$ cat config.mk
export PLATFORM = sky130hd
export DESIGN_NAME = uart_rx_controller
export DESIGN_NICKNAME = d
export VERILOG_FILES = /design/src/rtl/uart_pkg.sv /design/src/rtl/uart_bit_sync.sv /design/src/rtl/uart_rx_controller.sv
export SDC_FILE = /design/constraint.sdc
export NUM_CORES = 1
export LEC_CHECK = 0
export CORE_MARGIN = 2
export CORE_UTILIZATION = 25
export CTS_BUF_LIST = sky130_fd_sc_hd__clkbuf_8
export DETAILED_ROUTE_END_ITERATION = 10
export GPL_TIMING_DRIVEN = 1
export PLACE_DENSITY = 0.51
export SLEW_MARGIN = 20
export SYNTH_ARGS = -nofsm -noshare
export SYNTH_HDL_FRONTEND = slang
export SYNTH_HIERARCHICAL = 1
export SYNTH_SLANG_ARGS = --single-unit
$ cat constraint.sdc
create_clock -name clk -period 1.8 [get_ports clk]
set_input_delay 0.27 -clock clk [delete_from_list [all_inputs] [get_ports clk]]
set_output_delay 0.27 -clock clk [all_outputs]
set_load 0.005 [all_outputs]
$ cat src/rtl/uart_pkg.sv
// Shared UART constants: default oversampling/frame width and the RX state encodings.
package uart_pkg;

    localparam int OVERSAMPLE_DEF = 16;
    localparam int DATA_BITS_DEF  = 8;

    localparam logic [2:0] RX_IDLE  = 3'd0;
    localparam logic [2:0] RX_START = 3'd1;
    localparam logic [2:0] RX_DATA  = 3'd2;
    localparam logic [2:0] RX_STOP  = 3'd3;
    localparam logic [2:0] RX_BREAK = 3'd4;

    // Counter width that stays legal when the count range collapses to one value.
    function automatic int cnt_width(input int n);
        return (n > 1) ? $clog2(n) : 1;
    endfunction

endpackage

$ cat src/rtl/uart_bit_sync.sv
// Two-flop synchronizer for an asynchronous, idle-high input; resets to 1.
// Latency 2 clk; no flow control.
module uart_bit_sync (
    input  logic clk,
    input  logic reset_n,
    input  logic i_async,
    output logic o_sync
);

    logic r_meta;
    logic r_sync;

    always_ff @(posedge clk or negedge reset_n) begin
        if (!reset_n) begin
            r_meta <= 1'b1;
            r_sync <= 1'b1;
        end else begin
            r_meta <= i_async;
            r_sync <= r_meta;
        end
    end

    assign o_sync = r_sync;

endmodule

$ cat src/rtl/uart_rx_controller.sv
// UART receiver: start, DATA_BITS LSB-first, one stop bit, paced by an oversampling tick.
// Valid/error pulse 1 clk after the stop mid-sample tick (+2 clk sync); no backpressure.
module uart_rx_controller
    import uart_pkg::*;
#(
    parameter int OVERSAMPLE = OVERSAMPLE_DEF,
    parameter int DATA_BITS  = DATA_BITS_DEF
) (
    input  logic                 clk,
    input  logic                 reset_n,
    input  logic                 i_Sample_Tick,
    input  logic                 i_Rx_Serial,
    output logic [DATA_BITS-1:0] o_Rx_Byte,
    output logic                 o_Rx_Valid,
    output logic                 o_Rx_Active,
    output logic                 o_Frame_Error
);

    localparam int TICK_W = cnt_width(OVERSAMPLE);
    localparam int BIT_W  = cnt_width(DATA_BITS);
    localparam logic [TICK_W-1:0] TICK_MID  = TICK_W'(OVERSAMPLE / 2 - 1);
    localparam logic [TICK_W-1:0] TICK_LAST = TICK_W'(OVERSAMPLE - 1);
    localparam logic [BIT_W-1:0]  BIT_LAST  = BIT_W'(DATA_BITS - 1);

    logic                 w_rx;
    logic [2:0]           r_state, w_state_nxt;
    logic [TICK_W-1:0]    r_tick_cnt, w_tick_cnt_nxt;
    logic [BIT_W-1:0]     r_bit_idx, w_bit_idx_nxt;
    logic [DATA_BITS-1:0] r_shift;
    logic [DATA_BITS-1:0] r_byte;
    logic                 r_valid, r_ferr, r_active;
    logic                 w_at_mid, w_at_last;
    logic                 w_sample_data, w_valid_nxt, w_ferr_nxt, w_active_nxt;

    uart_bit_sync u_rx_sync (
        .clk     (clk),
        .reset_n (reset_n),
        .i_async (i_Rx_Serial),
        .o_sync  (w_rx)
    );

    assign w_at_mid  = i_Sample_Tick && (r_tick_cnt == TICK_MID);
    assign w_at_last = i_Sample_Tick && (r_tick_cnt == TICK_LAST);

    always_ff @(posedge clk or negedge reset_n) begin
        if (!reset_n) begin
            r_state    <= RX_IDLE;
            r_tick_cnt <= '0;
            r_bit_idx  <= '0;
        end else begin
            r_state    <= w_state_nxt;
            r_tick_cnt <= w_tick_cnt_nxt;
            r_bit_idx  <= w_bit_idx_nxt;
        end
    end

    always_comb begin
        w_state_nxt    = r_state;
        w_tick_cnt_nxt = r_tick_cnt;
        w_bit_idx_nxt  = r_bit_idx;
        case (r_state)
            RX_IDLE: begin
                if (i_Sample_Tick && !w_rx) begin
                    w_state_nxt    = RX_START;
                    w_tick_cnt_nxt = '0;
                end
            end
            RX_START: begin
                if (w_at_mid) begin
                    w_state_nxt    = w_rx ? RX_IDLE : RX_DATA;
                    w_tick_cnt_nxt = '0;
                    w_bit_idx_nxt  = '0;
                end else if (i_Sample_Tick) begin
                    w_tick_cnt_nxt = r_tick_cnt + 1'b1;
                end
            end
            RX_DATA: begin
                if (w_at_last) begin
                    w_tick_cnt_nxt = '0;
                    if (r_bit_idx == BIT_LAST) w_state_nxt = RX_STOP;
                    else                       w_bit_idx_nxt = r_bit_idx + 1'b1;
                end else if (i_Sample_Tick) begin
                    w_tick_cnt_nxt = r_tick_cnt + 1'b1;
                end
            end
            RX_STOP: begin
                if (w_at_last) begin
                    w_state_nxt    = w_rx ? RX_IDLE : RX_BREAK;
                    w_tick_cnt_nxt = '0;
                end else if (i_Sample_Tick) begin
                    w_tick_cnt_nxt = r_tick_cnt + 1'b1;
                end
            end
            // A held-low line must return high before another start is considered.
            RX_BREAK: begin
                if (i_Sample_Tick && w_rx) w_state_nxt = RX_IDLE;
            end
            default: begin
                w_state_nxt    = RX_IDLE;
                w_tick_cnt_nxt = '0;
                w_bit_idx_nxt  = '0;
            end
        endcase
    end

    always_comb begin
        w_sample_data = (r_state == RX_DATA) && w_at_last;
        w_valid_nxt   = (r_state == RX_STOP) && w_at_last && w_rx;
        w_ferr_nxt    = (r_state == RX_STOP) && w_at_last && !w_rx;
        w_active_nxt  = (w_state_nxt == RX_DATA) || (w_state_nxt == RX_STOP);
    end

    always_ff @(posedge clk or negedge reset_n) begin
        if (!reset_n) begin
            r_shift  <= '0;
            r_byte   <= '0;
            r_valid  <= 1'b0;
            r_ferr   <= 1'b0;
            r_active <= 1'b0;
        end else begin
            r_valid  <= w_valid_nxt;
            r_ferr   <= w_ferr_nxt;
            r_active <= w_active_nxt;
            if (w_sample_data) r_shift[r_bit_idx] <= w_rx;
            if (w_valid_nxt)   r_byte <= r_shift;
        end
    end

    assign o_Rx_Byte     = r_byte;
    assign o_Rx_Valid    = r_valid;
    assign o_Rx_Active   = r_active;
    assign o_Frame_Error = r_ferr;

endmodule
==> results.ini <==
[sta]
slew_headroom_pct=76.4
setup_tns_ps=0
hold_slack_ps=245
fin_crit_ps=1700
fin_crit_sh_pct=94.6
slew_violations=0
timing.fmax_ghz=0.587
setup_viol=0
final-hold-violation-count=0
finalClockSkew_ps=5.58
tightest_slew_ps=353
rsz0062_at_grt=no

[worst_setup_path]
r2r-start=r_tick_cnt[0]
crit_slowest_cell=dfrtp_1
path_cells=ha_1 > and3_2 > nand3_4 > nor4_1 > mux2_1
max_stage_delay_ps=380
r2r_setup_slack_ps=100
reg2regPathDepth=5
critical_path_class=flop to flop
r2r_end=r_shift[4]
crit_fanout=6
crit_required_ps=1970
cp.arrival_ps=1870
start_kind=flop
endpoint_kind=flop

[detailed_routing]
via_count=1042
drtPass1Iterations=4
viasPerCell=4.71
drcViolationCount=0
drtIter0Drc=47
wl_um=2820
wl_per_cell_um=12.8
drtAntennaViolNets=0

[place]
place_area_mm2=0.00176
gp_congestion=0.823
portBuffers=14
dp_hpwl_um=2140

[clock_network]
post-cts-setup-buffer-count=0
clockRootBuffer=clkbuf_8
clockBufferDepth=2
clock_latency_ps=290
htreeDepth=2
tritoncts=built
cts_buffers=5
clk_pin_slew_ps=70
cts_sinks=31

[min_path]
hold_path.class=input pin to asynchronous set/reset pin

[synth]
synth_top_area_cell=dfrtp_1
syn_inst=119
syn_area_mm2=0.00145
syn_area_per_cell_um2=12.2
netlist.area_leader.share_pct=50.0
ys_warn_count=6
yosys.cell_types.count=43
synth.area.top_cells=dfrtp_1, mux2_2, mux2_1, dfstp_2, a22o_1
ys_seq_area_share_pct=53.6
ys_ff_latch=31
syn-num-nets=126

[floorplanning]
core_area_mm2=0.00554
die_area_mm2=0.00643
row_count=27
start_util_pct=26.2
io_pins=15
die-height_um=80.2
die_w_um=80.2

[global_route]
grt_pass1_vias=1073
antenna_found_initial=0
grt_pass1_wl_um=4970
grt_max_degree=15
grt_overflow=0
grt_use_total_pct=10.3

[final_layout]
antennaDiodeCount=0
design_area_mm2=0.00187
layout_common_cells=dfrtp_1, buf_4, clkdlybuf4s50_1
drive_above_1_share_pct=29.5
layout_commonest_cell=dfrtp_1
area_delta_synth_final_pct=28.8
nets=155

[power]
power_frac_clock_pct=32.6
p_switching_mw=0.528
swShare_pct=28.6
irDropWorstVdd_uv=663
seq_power_share_pct=45.2
power_density_mw_per_mm2=990
p_leak_nw=0.830
p_int_mw=1.32
power_frac_comb_pct=22.1

[status]
status=completed

[job]
timing.max_cap.violations=0

==> worst max-delay path: cells and delay by family (launching register included) <==
family        cells  cell delay [ps]
fa+ha+maj         1              180
mux               1              360
flops             1              380
simple gates      3              670
==> synthesized netlist by cell type, drive strengths merged <==
cell type / instances
dfrtp: 29
mux2: 15
o21ai: 7
a22o: 5
buf: 5
nand2: 5
nor2: 5
ha: 3
nand2b: 3
nand4: 3
nor4: 3
o31ai: 3
a211oi: 2
a22oi: 2
a311oi: 2
and3: 2
clkbuf: 2
dfstp: 2
inv: 2
nor2b: 2
nor3: 2
nor3b: 2
a21o: 1
a21oi: 1
a31o: 1
a31oi: 1
and4: 1
nand3: 1
nand4b: 1
nor4b: 1
o21a: 1
o21bai: 1
or2: 1
or3: 1
xnor2: 1
==> per-stage QoR <==
stage	power, mW	std cells	worst slack, ps	utilization (%)
floorplan	1.11	119	159	-
global placement	1.24	213	-110	31.8
detailed placement	1.26	213	-129	31.8
CTS	1.87	221	68.7	33.6
global route	1.96	221	9.77	33.7
finish	1.85	221	97.4	33.7
==> cell families after synthesis <==
kind of cell | count (synthesis) | synth area share [%]
XOR/XNOR | 1 | 0.604
buffers and inverters | 9 | 2.93
adder cells (fa/ha/maj) | 3 | 2.59
multiplexers | 15 | 11.6
flip-flops | 31 | 53.6
AND/OR/NAND/NOR | 33 | 15.4
AO/OA/AOI/OAI | 27 | 13.2
==> registers in the layout (all words and copies together) (netlist names) <==
register	count
u_rx_sync/o_sync	1
r_shift	8
o_Frame_Error	1
r_state	3
r_bit_idx	3
r_tick_cnt	4
u_rx_sync/r_meta	1
o_Rx_Active	1
o_Rx_Byte	8
o_Rx_Valid	1
==> area by class of cell <==
type,count,area (µm²)
Clock inverter,1,7.51
Inverter,2,7.51
Timing Repair Buffer,29,253
Fill cell,572,3670
Tap cell,72,90.1
Sequential cell,31,778
Clock buffer,7,96.3
Multi-Input combinational cell,79,637
==> routing by layer <==
metal  vias to the layer above  GRT usage [%]  part of all wire [%]
met3                         7           3.03                   3.9
met1                       514           12.2                    46
li1                        499              -                     -
met4                         0           5.08                   2.2
met5                         -              0                     0
met2                        22           16.8                    48
==> worst max path at each step <==
| stage | depth (start not counted) | endpoint | from | slack, ps |
|---|---|---|---|---|
| floorplan | 5 | r_shift[1] | r_tick_cnt[0] | 160 |
| global placement | 5 | r_shift[6] | i_Sample_Tick | -110 |
| global route | 5 | o_Rx_Byte[7] | r_tick_cnt[1] | 10 |
| detailed placement | 5 | r_shift[6] | i_Sample_Tick | -130 |
| CTS | 5 | r_shift[6] | r_tick_cnt[0] | 70 |
| finish | 5 | r_shift[4] | r_tick_cnt[0] | 100 |
==> what timing repair did <==
action,CTS,global route
hold buffers,0,0
gates resized for setup,0,1
setup endpoints to repair,0,1
==> power by group through the flow <==
stage / logic (mW) / registers, mW / clock network (mW)
after CTS: 0.412 / 0.838 / 0.616
after detailed placement: 0.407 / 0.850 / 0
after floorplan: 0.302 / 0.804 / 0
final: 0.409 / 0.837 / 0.604
after global routing: 0.455 / 0.847 / 0.660
after global placement: 0.394 / 0.846 / 0
Power figures use the tool's default switching activity.
